File: src/rtl/hd_mon_pkg.sv
// ---------------------------------------------------------------------------
// hd_mon_pkg
//   Shared types and helpers for the Hamming-distance error monitor.
//   - state_t : run-control FSM states.
//   - hd_w()  : width needed to hold a popcount of a WIDTH-bit word.
// ---------------------------------------------------------------------------
package hd_mon_pkg;

    typedef enum logic [1:0] {
        IDLE  = 2'd0,
        RUN   = 2'd1,
        DRAIN = 2'd2,
        DONE  = 2'd3
    } state_t;

    // A popcount of WIDTH bits ranges over 0..WIDTH, hence WIDTH+1 values.
    function automatic int hd_w(input int width);
        return $clog2(width + 1);
    endfunction

endpackage

File: src/rtl/hd_popcount.sv
// ---------------------------------------------------------------------------
// hd_popcount
//   Registered popcount stage (S1 of the monitor pipeline). Counts the set
//   bits of in_word and registers the count together with a valid bit.
// Ports:
//   clk        in  rising-edge clock
//   rst_n      in  async active-low reset
//   in_valid   in  in_word carries a sample this cycle
//   in_word    in  WIDTH-bit difference word (exact ^ approx)
//   out_valid  out registered in_valid
//   out_hd     out registered popcount of in_word (HD_W bits)
// ---------------------------------------------------------------------------
module hd_popcount
    import hd_mon_pkg::*;
#(
    parameter int WIDTH = 16,
    parameter int HD_W  = hd_w(WIDTH)
) (
    input  logic             clk,
    input  logic             rst_n,
    input  logic             in_valid,
    input  logic [WIDTH-1:0] in_word,
    output logic             out_valid,
    output logic [HD_W-1:0]  out_hd
);

    logic            valid_q;
    logic            valid_d;
    logic [HD_W-1:0] hd_q;
    logic [HD_W-1:0] hd_d;

    always_comb begin
        valid_d = in_valid;
        hd_d    = hd_q;
        // Only load a new count on a real sample so the register does not
        // toggle on idle cycles.
        if (in_valid) begin
            hd_d = '0;
            for (int i = 0; i < WIDTH; i++) begin
                hd_d = hd_d + HD_W'(in_word[i]);
            end
        end
    end

    always_ff @(posedge clk or negedge rst_n) begin
        if (!rst_n) begin
            valid_q <= 1'b0;
            hd_q    <= '0;
        end else begin
            valid_q <= valid_d;
            hd_q    <= hd_d;
        end
    end

    assign out_valid = valid_q;
    assign out_hd    = hd_q;

endmodule

File: src/rtl/hd_err_monitor.sv
// ---------------------------------------------------------------------------
// hd_err_monitor
//   Streaming consumer for a max-Hamming-distance miter. For each accepted
//   sample it computes HD = popcount(exact ^ approx) and flags HD > MHD.
//   Over a run of num_samples it accumulates violation count, maximum HD
//   and HD sum, then pulses done with a pass verdict (no violations).
//
//   Pipeline: transfer at cycle t -> S1 (popcount register) -> S2 stats
//   registers; statistics are visible two cycles after the transfer.
//
// Ports:
//   clk, rst_n            clock, async active-low reset
//   start, num_samples    begin a run (only accepted in IDLE)
//   in_valid/in_ready     sample handshake; in_exact/in_approx data words
//   busy, done, pass      run status; done is a single-cycle pulse
//   err_cnt, max_hd,      run statistics (err_cnt and hd_sum saturate)
//   hd_sum
//
// Optional feature (macro FIRST_FAIL_CAPTURE_EN):
//   ff_valid, ff_idx, ff_hd report the 0-based index and HD of the first
//   violating sample in the run. Absent when the macro is undefined.
// ---------------------------------------------------------------------------
module hd_err_monitor
    import hd_mon_pkg::*;
#(
    parameter  int WIDTH = 16,
    parameter  int MHD   = 2,
    parameter  int CNT_W = 32,
    localparam int HD_W  = hd_w(WIDTH)
) (
    input  logic             clk,
    input  logic             rst_n,
    input  logic             start,
    input  logic [CNT_W-1:0] num_samples,
    input  logic             in_valid,
    output logic             in_ready,
    input  logic [WIDTH-1:0] in_exact,
    input  logic [WIDTH-1:0] in_approx,
    output logic             busy,
    output logic             done,
    output logic             pass,
    output logic [CNT_W-1:0] err_cnt,
    output logic [HD_W-1:0]  max_hd,
    output logic [CNT_W-1:0] hd_sum
`ifdef FIRST_FAIL_CAPTURE_EN
    ,
    output logic             ff_valid,
    output logic [CNT_W-1:0] ff_idx,
    output logic [HD_W-1:0]  ff_hd
`endif
);

    state_t           state_q, state_d;
    logic [CNT_W-1:0] num_q, num_d;
    logic [CNT_W-1:0] acc_q, acc_d;
    logic [CNT_W-1:0] err_q, err_d;
    logic [HD_W-1:0]  max_q, max_d;
    logic [CNT_W-1:0] sum_q, sum_d;
    logic             pass_q, pass_d;
    logic             s2_valid_q;
    logic [CNT_W:0]   sum_ext;
    logic             ready;
    logic             xfer;
    logic             s1_valid;
    logic [HD_W-1:0]  s1_hd;
    logic             s1_viol;

`ifdef FIRST_FAIL_CAPTURE_EN
    logic             ff_valid_q, ff_valid_d;
    logic [CNT_W-1:0] ff_idx_q, ff_idx_d;
    logic [HD_W-1:0]  ff_hd_q, ff_hd_d;
    // Samples that have reached S2 so far; gives the index of the one in S2.
    logic [CNT_W-1:0] proc_q, proc_d;
`endif

    // Ready depends only on state and the accept counter, never on in_valid.
    assign ready = (state_q == RUN) && (acc_q < num_q);
    assign xfer  = in_valid && ready;

    hd_popcount #(
        .WIDTH (WIDTH),
        .HD_W  (HD_W)
    ) u_s1 (
        .clk       (clk),
        .rst_n     (rst_n),
        .in_valid  (xfer),
        .in_word   (in_exact ^ in_approx),
        .out_valid (s1_valid),
        .out_hd    (s1_hd)
    );

    assign s1_viol = s1_hd > HD_W'(MHD);

    always_comb begin
        state_d = state_q;
        num_d   = num_q;
        acc_d   = acc_q;
        err_d   = err_q;
        max_d   = max_q;
        sum_d   = sum_q;
        pass_d  = pass_q;
        sum_ext = {1'b0, sum_q} + (CNT_W + 1)'(s1_hd);
`ifdef FIRST_FAIL_CAPTURE_EN
        ff_valid_d = ff_valid_q;
        ff_idx_d   = ff_idx_q;
        ff_hd_d    = ff_hd_q;
        proc_d     = proc_q;
`endif

        // S2: fold the sample leaving S1 into the statistics.
        if (s1_valid) begin
            if (s1_viol && (err_q != '1)) begin
                err_d = err_q + CNT_W'(1);
            end
            if (s1_hd > max_q) begin
                max_d = s1_hd;
            end
            sum_d = sum_ext[CNT_W] ? '1 : sum_ext[CNT_W-1:0];
`ifdef FIRST_FAIL_CAPTURE_EN
            if (s1_viol && !ff_valid_q) begin
                ff_valid_d = 1'b1;
                ff_idx_d   = proc_q;
                ff_hd_d    = s1_hd;
            end
            proc_d = proc_q + CNT_W'(1);
`endif
        end

        case (state_q)
            IDLE: begin
                // The pipeline is empty in IDLE, so clearing here cannot
                // race with an S2 update.
                if (start) begin
                    num_d   = num_samples;
                    acc_d   = '0;
                    err_d   = '0;
                    max_d   = '0;
                    sum_d   = '0;
                    pass_d  = 1'b0;
                    state_d = (num_samples == '0) ? DRAIN : RUN;
`ifdef FIRST_FAIL_CAPTURE_EN
                    ff_valid_d = 1'b0;
                    ff_idx_d   = '0;
                    ff_hd_d    = '0;
                    proc_d     = '0;
`endif
                end
            end
            RUN: begin
                if (xfer) begin
                    acc_d = acc_q + CNT_W'(1);
                    if ((acc_q + CNT_W'(1)) == num_q) begin
                        state_d = DRAIN;
                    end
                end
            end
            DRAIN: begin
                // With both stages empty, err_cnt already holds its final value.
                if (!s1_valid && !s2_valid_q) begin
                    state_d = DONE;
                    pass_d  = (err_q == '0);
                end
            end
            DONE: begin
                state_d = IDLE;
            end
            default: begin
                state_d = IDLE;
            end
        endcase
    end

    always_ff @(posedge clk or negedge rst_n) begin
        if (!rst_n) begin
            state_q    <= IDLE;
            num_q      <= '0;
            acc_q      <= '0;
            err_q      <= '0;
            max_q      <= '0;
            sum_q      <= '0;
            pass_q     <= 1'b0;
            s2_valid_q <= 1'b0;
`ifdef FIRST_FAIL_CAPTURE_EN
            ff_valid_q <= 1'b0;
            ff_idx_q   <= '0;
            ff_hd_q    <= '0;
            proc_q     <= '0;
`endif
        end else begin
            state_q    <= state_d;
            num_q      <= num_d;
            acc_q      <= acc_d;
            err_q      <= err_d;
            max_q      <= max_d;
            sum_q      <= sum_d;
            pass_q     <= pass_d;
            s2_valid_q <= s1_valid;
`ifdef FIRST_FAIL_CAPTURE_EN
            ff_valid_q <= ff_valid_d;
            ff_idx_q   <= ff_idx_d;
            ff_hd_q    <= ff_hd_d;
            proc_q     <= proc_d;
`endif
        end
    end

    assign in_ready = ready;
    assign busy     = (state_q != IDLE);
    assign done     = (state_q == DONE);
    assign pass     = pass_q;
    assign err_cnt  = err_q;
    assign max_hd   = max_q;
    assign hd_sum   = sum_q;
`ifdef FIRST_FAIL_CAPTURE_EN
    assign ff_valid = ff_valid_q;
    assign ff_idx   = ff_idx_q;
    assign ff_hd    = ff_hd_q;
`endif

endmodule
File: config.mk
export PLATFORM = sky130hd
export DESIGN_NAME = hd_err_monitor
export DESIGN_NICKNAME = d
export VERILOG_FILES = /design/src/rtl/hd_mon_pkg.sv /design/src/rtl/hd_popcount.sv /design/src/rtl/hd_err_monitor.sv
export SDC_FILE = /design/constraint.sdc
export NUM_CORES = 1
export LEC_CHECK = 0
export ABC_AREA = 0
export ABC_CLOCK_PERIOD_IN_PS = 3700
export CORE_ASPECT_RATIO = 0.7
export CORE_MARGIN = 3
export CORE_UTILIZATION = 50
export DETAILED_ROUTE_END_ITERATION = 16
export PLACE_DENSITY_LB_ADDON = 0.3
export SYNTH_ARGS = -nofsm -noshare
export SYNTH_HDL_FRONTEND = slang
export SYNTH_HIERARCHICAL = 1
export SYNTH_SLANG_ARGS = --single-unit
File: constraint.sdc
create_clock -name clk -period 3.7 [get_ports clk]
set_input_delay 0.74 -clock clk [delete_from_list [all_inputs] [get_ports clk]]
set_output_delay 0.74 -clock clk [all_outputs]
set_load 0.05 [all_outputs]
==> key figures, run 1 <==
Die
  • Die height: 122.0 microns
  • Initial core utilization: 0.5218
  • Die extent in x: 171.7 microns
  • Core Box Area: 18420 sq um
  • Die ar.: 20950 sq um
  • Top Ports: 141
  • Row cnt: 41

Logic synthesis
  • Most frequent cell after synthesis: dfrtp_1
  • Share of the synthesized area in the top cell type: 0.3723
  • FF+latch count, synth: 143
  • Most frequent cells after synthesis: 143 x dfrtp_1, 98 x nand2_1, 89 x inv_1, 80 x nor2_1, 70 x o21ai_0
  • Syn Std Cell Area: 9610 sq um
  • Fraction of registers with async set/reset: 1.000
  • Synth area leaders: dfrtp_1 37%, ha_1 7.0%, xor2_1 5.9%, nand2_1 3.8%, o21ai_0 3.6%
  • Post-synth EDFFs: 0
  • Mean Syn Cell Area: 8.874 sq um
  • Main synth FF type: dfrtp_1
  • Synth Net Count: 1216
  • Synth Instances: 1083
  • Synth cell types: 75
  • YS warnings: 6
  • Sequential cell area fraction in the yosys report: 0.3723
  • Yosys top cell by area: dfrtp_1

Outcome
  • Outcome: finished with violations
  • Failing checks: setup timing

Final layout
  • Ratio of cells with drive above 1 in the final layout: 0.1017
  • Final Non-Filler Cells: 1485
  • Fin util: 0.6510
  • Final #Nets: 1369
  • Antenna cells: 0
  • Design Area, Final: 11990 sq um
  • Area growth syn-to-layout: 24.75%

Global route
  • Vias in the first global route: 8220
  • Largest net degree at the start of global routing: 67
  • Global-route wire length before repair: 42700 microns
  • Initial antenna violation count: 0
  • Aggregate global routing overflow: 0
  • GRT Total Usage: 0.2579

Clocking
  • CTS Buf Count: 17
  • Clock Latency Late Sink: 430 ps
  • Worst-path clk slew: 70 ps
  • CTS tree: done
  • Max H-tree Level: 4
  • Root buffer cell: clkbuf_16
  • CTS max path bufs: 2
  • Post-CTS Setup Bufs: 0
  • CTS sink cnt: 143

Power
  • Static Leakage: 5.197 nW
  • Worst vdd ir: 0.5250 mV
  • Power, Total: 6.293 mW
  • Power per Cell Area: 524.9 nW/um^2

Routing
  • DRC Markers: 0
  • Initial drt markers: 659
  • Detailed-route wire length: 26690 microns
  • Final ANT Viol Nets: 0
  • Vias per inst: 5.856
  • Drt wl/cell: 17.98 microns
  • First drt pass iteration count: 5
  • Total number of vias: 8696

Setup path
  • R2R Path End: state_q[1]
  • R2R Path Start: acc_q[5]
  • Kind of end point of the critical path: flop
  • Critical path startpoint category: input pin
  • Worst Path Required: 4010 ps
  • R2R setup slack: 230 ps
  • Worst EP arrival: 4030 ps
  • CP Max Fanout: 2
  • WS Path Type: in2reg
  • Reg2Reg Depth: 9

STA
  • RSZ-0062 raised after global routing: true
  • # setup viols final: 1
  • Hold Violations, Final: 0
  • Final period utilization: 1.007
  • Max Transition Viols Final: 0
  • Setup ws final: -25.74 ps
  • Worst-Margin Slew: 912.2 ps
  • Fin crit period: 3726 ps
  • Clock skew: 11.01 ps
  • Slew Limit Headroom: 0.3863
  • Max frequency: 268.4 MHz

Placement
  • Worst slack, placed: -854.3 ps
  • HPWL after DPL: 19620 microns
  • Number of port buffers: 140
  • DP Cell Count: 1453
  • Placed Instance Area: 11420 sq um
  • Routability Congestion: 0.9674

Job
  • Max-cap violations: 0

Worst hold path
  • Hold/Removal Path Class: in2async
[cells in the final DEF, fill, tap and decap left out, types with 17 or more instances in the layout]
cell	count
nor4_1	26
o21ai_0	70
nand4_1	35
a21oi_1	49
ha_1	53
clkbuf_16	17
nand3_1	55
nor2_1	80
nor3_1	19
clkdlybuf4s50_1	120
xnor2_1	38
dfrtp_1	143
nand2_1	98
xor2_1	64
inv_1	87
buf_4	40
[worst max path at each step]
| stage | cells after the start | slack, ps | from | to |
|---|---|---|---|---|
| after floorplan | 12 | -200 | in_exact[11] | u_s1/out_hd[2] |
| after global placement | 13 | -810 | in_exact[5] | u_s1/out_hd[2] |
| after detailed placement | 13 | -850 | in_exact[11] | u_s1/out_hd[2] |
| after CTS | 13 | -90 | in_exact[15] | u_s1/out_hd[2] |
| after global routing | 13 | -110 | in_approx[13] | u_s1/out_hd[2] |
| final | 13 | -30 | in_exact[3] | u_s1/out_hd[2] |
[what timing repair did]
| action | in CTS | in global routing |
|---|---|---|
| gates resized for setup | 64 | 10 |
| pin swaps | 18 | 11 |
| hold endpoints to repair | 0 | 0 |
| hold buffers | 0 | 0 |
| setup endpoints to repair | 5 | 4 |
[sequential cells by signal, summed over array words and instances (netlist names)]
name,count
acc_q,32
err_cnt,32
hd_sum,32
num_q,32
max_hd,5
u_s1/out_hd,5
state_q,2
pass,1
s2_valid_q,1
u_s1/out_valid,1
[metal layers]
layer	wire [microns]	vias up	global-route usage	part of all wire
li1	-	4147	-	-
met1	12770	4191	0.3959	0.48
met2	11370	321	0.3639	0.43
met3	2178	37	0.06260	0.082
met4	376	0	0.06332	0.014
met5	0	-	0	0
[worst max-delay path: stages]
cell,delay [ps]
buf_2,100
xor2_1,140
inv_1,80
fa_1,570
fa_1,450
fa_1,510
fa_1,420
inv_2,80
ha_4,130
inv_2,30
fa_2,370
xnor2_2,150
mux2_4,260
[cell type report]
class                   instances  area (sq um)
clock inverters                14         156.4
flip-flops and latches        143          3578
inverters                      90         337.8
fillers                      1510          6427
repair buffers                183          1708
multi-input cells             801          5474
clock buffers                  18         439.2
well taps                     236         295.3
[per-stage QoR]
stage | TNS, ps | hold slack [ps]
3_3_place_gp | -3095 | 478.3
4_1_cts | -88.31 | 319.0
5_1_grt | -116.4 | 336.8
6_report | -25.74 | 287.7
3_5_place_dp | -3445 | 480.7
2_1_floorplan | -302.3 | 367.3
[report_power, final]
| part | leakage [nW] | switching [mW] | internal [mW] |
|---|---|---|---|
| Clock | 0.285 | 0.726 | 1.02 |
| Sequential | 1.47 | 0.275 | 1.78 |
| Combinational | 3.44 | 1.44 | 1.05 |
[cells by family after synthesis]
kind of cell,synth area share
simple gates,0.2170
compound gates,0.1443
mux,0.01588
fa+ha+maj,0.09322
xor+xnor,0.09478
flops,0.3723
buf+inv,0.06249
Note: power is estimated with default switching activity, not from simulation.
==> run 2, diff against run 1 <==
- ABC_CLOCK_PERIOD_IN_PS: 3700 -> 3300
- GPL_ROUTABILITY_DRIVEN: unset -> 0
- clock period: 3.7 -> 3.3 ns (I/O delays scaled with it)
==> run 2 against run 1 <==
Net effect:
- highest routed layer unchanged
- via count grew 2.1%
- largest power group unchanged
- wire length grew 3.6%
- worst hold slack lost 45 ps
- die area is the same
- sequential share of layout area shrank 0.98 points
- utilization grew 2.3 points
- largest cell class unchanged
- worst setup slack lost 350 ps
- clock skew shrank 0.75 ps
- power grew 16%
- the run still ends with setup timing left
- clock-buffer cell count shrank 1
- register-to-register slack lost 170 ps
- clock power grew 20%
==> key figures, run 2 (synthesis gave the netlist of run 1 again) <==
Die
  • Row cnt: 41 (unchanged)
  • Die height: 122.0 microns (unchanged)
  • Die ar.: 20950 sq um (unchanged)
  • Top Ports: 141 (unchanged)
  • Core Box Area: 18420 sq um (unchanged)
  • Initial core utilization: 0.5218 (unchanged)
  • Die extent in x: 171.7 microns (unchanged)

Final layout
  • Design Area, Final: 12400 sq um (+3.5%)
  • # fillers: 1461 (-3.2%)
  • Area growth syn-to-layout: 29.07%
  • Antenna cells: 0 (unchanged)
  • Most frequent cells in the layout: 141 x dfrtp_1, 120 x clkdlybuf4s50_1, 98 x nand2_1
  • Final #Nets: 1402 (+2.4%)
  • Final Non-Filler Cells: 1517 (+2.2%)
  • Commonest non-fill, non-tap cell in the layout: dfrtp_1
  • Ratio of cells with drive above 1 in the final layout: 0.1390 (+0.03727)

Setup path
  • Worst path cell trace: buf_6 -> xor2_2 -> inv_1 -> fa_1 -> fa_1 -> fa_1 -> fa_1 -> inv_2 -> ha_4 -> inv_2 -> fa_2 -> xnor2_2 -> mux2_4
  • Reg2Reg Depth: 10 (+1)
  • CP dominant cell by count: fa_1
  • Cell family with most CP delay: adder cells
  • CP Max Fanout: 2 (unchanged)
  • Critical path startpoint category: input pin
  • Slowest cell on crit path: fa_1
  • Worst EP arrival: 3980 ps (-50 ps)
  • R2R Path End: acc_q[20]
  • CP max stage delay: 580 ps (about the same)
  • R2R setup slack: 60 ps (-170 ps)
  • Worst Path Required: 3600 ps (-410 ps)
  • Kind of end point of the critical path: flop
  • WS Path Type: in2reg
  • R2R Path Start: acc_q[7]
  • Bufs and invs on worst path: 4 (unchanged)

Routing
  • Drt wl/cell: 18.22 microns (+1.4%)
  • First drt pass iteration count: 7 (+2)
  • Vias per inst: 5.854 (about the same)
  • Metal-1 WL: 12690 microns (-0.60%)
  • Met2 WL: 11900 microns (+4.6%)
  • Total number of vias: 8880 (+2.1%)
  • Detailed-route wire length: 27650 microns (+3.6%)
  • Met3 wire len: 2687 microns (+23%)
  • Highest routed layer: met4
  • Final ANT Viol Nets: 0 (unchanged)
  • Initial drt markers: 968 (+47%)
  • DRC Markers: 0 (unchanged)

STA
  • Setup ws final: -373.6 ps (-347.8 ps)
  • Worst-Margin Slew: 805.7 ps (-106.5 ps)
  • RSZ-0062 raised after global routing: true
  • Max frequency: 272.2 MHz
  • Slew Limit Headroom: 0.4579 (+0.07163)
  • Max Transition Viols Final: 0 (unchanged)
  • Fin crit period: 3674 ps
  • Clock skew: 10.27 ps (-0.7466 ps)
  • # setup viols final: 4 (+3)
  • Hold Violations, Final: 0 (unchanged)
  • Final period utilization: 1.113

Clocking
  • Clock Latency Late Sink: 420 ps (about the same)
  • CTS tree: done
  • CTS Buf Count: 17 (unchanged)
  • Max H-tree Level: 4 (unchanged)
  • CTS sink cnt: 143 (unchanged)
  • Hold Buf Count CTS: 0 (unchanged)
  • Root buffer cell: clkbuf_16
  • Worst-path clk slew: 60 ps (about the same)
  • CTS max path bufs: 2 (unchanged)

Placement
  • HPWL after DPL: 20270 microns (+3.3%)
  • Worst slack, placed: -1209 ps (-354.8 ps)
  • DP Cell Count: 1480 (+1.9%)
  • Number of port buffers: 140 (unchanged)
  • Placed Instance Area: 11630 sq um (+1.8%)

Global route
  • Aggregate global routing overflow: 0 (unchanged)
  • GRT Total Usage: 0.2633 (+0.005405)
  • Largest net degree at the start of global routing: 69 (+3.0%)
  • Initial antenna violation count: 0 (unchanged)
  • Vias in the first global route: 8278 (+0.71%)
  • Global-route wire length before repair: 43460 microns (+1.8%)

Job
  • Max-cap violations: 0 (unchanged)

Power
  • Worst vdd ir: 0.6858 mV (+31%)
  • Static Leakage: 5.417 nW (+4.2%)
  • Power per Cell Area: 590.4 nW/um^2 (+12%)

Worst hold path
  • Hold/Removal Path Class: in2async

Outcome
  • Outcome: finished with violations
  • Failing checks: setup timing
-- run 2: changes by cell type in the layout (fill, tap and decap cells not counted), sizes merged --
cell | previous run | this run
clkinv | 6 | 1
buf | 61 | 93
inv | 93 | 95
bufinv | 2 | 4
clkinvlp | 3 | 4
-- run 2: final cells by class --
type	count	area, sq um	area share
repair buffers	216	1979	0.1596
clock buffers	17	425.4	0.03429
clock inverters	14	205.2	0.01654
multi-input cells	801	5580	0.4499
well taps	236	295.3	0.02380
inverters	90	337.8	0.02723
flip-flops and latches	143	3581	0.2887
-- run 2: what timing repair did --
item,4_1_cts,5_1_grt
pin swaps,18,21
gates cloned,0,0
resized for setup,65,37
setup buffers,0,6
setup endpoints to repair,8,17
-- run 2: worst max path at each step --
stage                 start              to  slack, ps  depth (start not counted)
2_1_floorplan  in_exact[11]  u_s1/out_hd[2]       -520                         12
3_3_place_gp    in_exact[5]  u_s1/out_hd[2]      -1110                         13
3_5_place_dp    in_exact[5]  u_s1/out_hd[2]      -1210                         13
4_1_cts        in_exact[15]  u_s1/out_hd[2]       -460                         13
5_1_grt        in_approx[5]  u_s1/out_hd[2]       -450                         13
6_report       in_exact[15]  u_s1/out_hd[2]       -370                         13
-- run 2: stage by stage --
stage               hold WS (ps)  setup TNS (ps)  total power, mW    util
global route               288.6           -1753            7.709  0.6736
CTS                        273.7           -1256            7.219  0.6649
finish                     242.4          -972.3            7.323  0.6736
global placement           473.0           -4576            4.955  0.6314
floorplan                  364.4           -1623            4.124       -
detailed placement         479.1           -5118            5.090  0.6314
-- run 2: power breakdown --
| group | total [mW] | switching (mW) | internal (mW) | leakage (nW) |
|---|---|---|---|---|
| sequential | 2.27 | 0.279 | 1.99 | 1.47 |
| clock | 2.10 | 0.823 | 1.28 | 0.295 |
| combinational | 2.95 | 1.69 | 1.26 | 3.66 |
-- run 2: worst register-to-register path: cells and delay by family (launching register included) --
kind	cells	cell delay, ps
AO/OA/AOI/OAI	5	1320
AND/OR/NAND/NOR	2	710
flip-flops	1	410
buffers and inverters	2	370
adder cells (fa/ha/maj)	1	310
-- run 2: layer usage --
metal	track usage	vias to the layer above
met4	0.06432	0
met2	0.3758	356
met5	0.01932	-
met3	0.08693	37
li1	-	4214
met1	0.3842	4273
==> run 3, diff against run 2 <==
- CTS_CLUSTER_SIZE: unset -> 24
==> results of run 3 <==
The final DEF is identical to that of run 2; final timing and power are the same.
==> RTL change, RTL diff (settings of run 2) <==
Take the reset off `hd_q` and load it in a clocked block of its own.
--- a/src/rtl/hd_popcount.sv
+++ b/src/rtl/hd_popcount.sv
@@ -45,11 +45,13 @@
     always_ff @(posedge clk or negedge rst_n) begin
         if (!rst_n) begin
             valid_q <= 1'b0;
-            hd_q    <= '0;
         end else begin
             valid_q <= valid_d;
-            hd_q    <= hd_d;
         end
+    end
+
+    always_ff @(posedge clk) begin
+        hd_q <= hd_d;
     end
 
     assign out_valid = valid_q;
Formal check against the unedited RTL: no difference found for any inputs over 4 cycles, from zero or initial values and one cycle with rst_n low; that may be too few to reach the edited logic, so the function may still have changed.
==> RTL change against run 2 <==
  * Critical path type unchanged
  * Total power decreased by 2.6%
  * Die area shrank 0.60%
  * Wire length fell by 2.5%
  * The flow still finishes with violations (negative setup slack)
  * Final cell count is 1.3% lower
  * Sequential cell count is the same
  * First-iteration DRC count shrank 8.3%
  * Register-to-register slack better by 0.02 ns
  * Final area decreased by 2.0%
  * Worst setup slack better by 0.11 ns
  * Critical path depth did not move
  * Area after synthesis shrank 0.62%
==> RTL change: results (changes against run 2) <==
syn-num-nets: 1205  # -0.90%
drtIter0Drc: 888  # -8.3%
setup_slack_ns: -0.262  # +0.112 ns
run_status: "finished, violations left"
hpwl_mm: 19.9  # -1.9%
fin_worst_skew_ns: 0.0152  # +0.00495 ns
rr_endpoint: "state_q[1]"
drt-vias-per-instance: 5.90  # +0.80%
nNetsFinal: 1381  # -1.5%
dr.pass1.iters: 5  # -2
ys_types: 73  # -2.7%
violations: "negative setup slack"
r2r_start: "acc_q[1]"
setup_viol: 4  # unchanged
synthTopCellsByArea: "dfrtp_1 36%, ha_1 7.1%, xor2_1 6.0%, nand2_1 3.9%, xnor2_1 3.7%"
grt_pass1_vias: 8345  # +0.81%
final_cells: 1497  # -1.3%
tightest_slew_ns: 0.911  # +0.105 ns
vdd_ir_drop_max_uv: 548  # -20%
drt_wl_total_mm: 27.0  # -2.5%
async_reset_ff_share_pct: 96.5  # -3.5 points
p_leak_nw: 5.28  # -2.5%
endpoint: "u_s1/out_hd[1]"
dp_slack_ns: -1.09  # +0.119 ns
clock_latency_ns: 0.44  # +0.02 ns
startpoint: "in_approx[5]"
r2r_cells: 9  # -1
cts_inserted_buffers: 17  # unchanged
crit_arrival_ns: 3.76  # -0.22 ns
groute.usage.overall_pct: 26.0  # -0.30 points
syn_area_per_cell_um2: 8.91  # +0.39%
r2r_slack_ns: 0.08  # +0.02 ns
grt_max_degree: 79  # +14%
portBuffers: 140  # unchanged
synthTopCellsByCount: "138 x dfrtp_1, 98 x nand2_1, 87 x inv_1"
dp_cells: 1462  # -1.2%
drive_gt1_share_pct: 12.5  # -1.4 points
grt_pass1_wl_mm: 43.0  # -1.2%
finalSetupTns_ns: -0.845  # +0.128 ns
synth-edff-count: 5  # +5
-- RTL change: what timing repair did --
| action | CTS | global route |
|---|---|---|
| setup endpoints to repair | 6 | 10 |
| gates cloned | 0 | 0 |
| setup buffers | 1 | 2 |
| hold buffers | 0 | 0 |
| pin swaps | 20 | 16 |
| gates resized for setup | 68 | 18 |
-- RTL change: critical path: stages --
cell	delay, ns
buf_2	0.10
xor2_1	0.14
inv_1	0.08
fa_1	0.50
fa_1	0.40
inv_1	0.08
fa_1	0.42
inv_1	0.08
fa_1	0.43
buf_4	0.15
buf_4	0.13
fa_2	0.56
inv_2	0.03
-- RTL change: worst min path at each step --
stage	to	slack (ns)	cells after the start
after global routing	num_q[10]	0.32	1
after floorplan	acc_q[0]	0.36	0
after global placement	num_q[0]	0.48	2
after detailed placement	num_q[0]	0.49	2
final	num_q[9]	0.24	1
after CTS	num_q[9]	0.31	1
-- RTL change: metal layers --
metal,part of all wire [%],wire length [um],track usage [%]
met1,47,12600,38.5
met2,44,11800,38.3
met3,7.9,2140,5.87
met4,1.7,447,7.69
met5,0,0,0
-- RTL change: kinds of logic after synthesis --
logic type	count (synthesis)	synth area share, %
xor+xnor	105	9.63
simple gates	400	21.5
fa+ha+maj	65	9.38
flops	143	37.7
buf+inv	136	6.09
mux	12	1.26
compound gates	211	14.4
-- RTL change: power breakdown --
group          total (W)  internal (W)  switching (W)
Combinational    0.00292       0.00126        0.00167
Sequential       0.00230       0.00204       0.000264
Clock            0.00191       0.00106       0.000850
-- RTL change: area by class of cell --
| cell class | instances | area [um2] |
|---|---|---|
| inverters | 88 | 330 |
| flip-flops and latches | 143 | 3610 |
| clock buffers | 18 | 429 |
| repair buffers | 205 | 1900 |
| multi-input cells | 793 | 5450 |
| clock inverters | 14 | 144 |
| fillers | 1532 | 6210 |
| well taps | 236 | 295 |
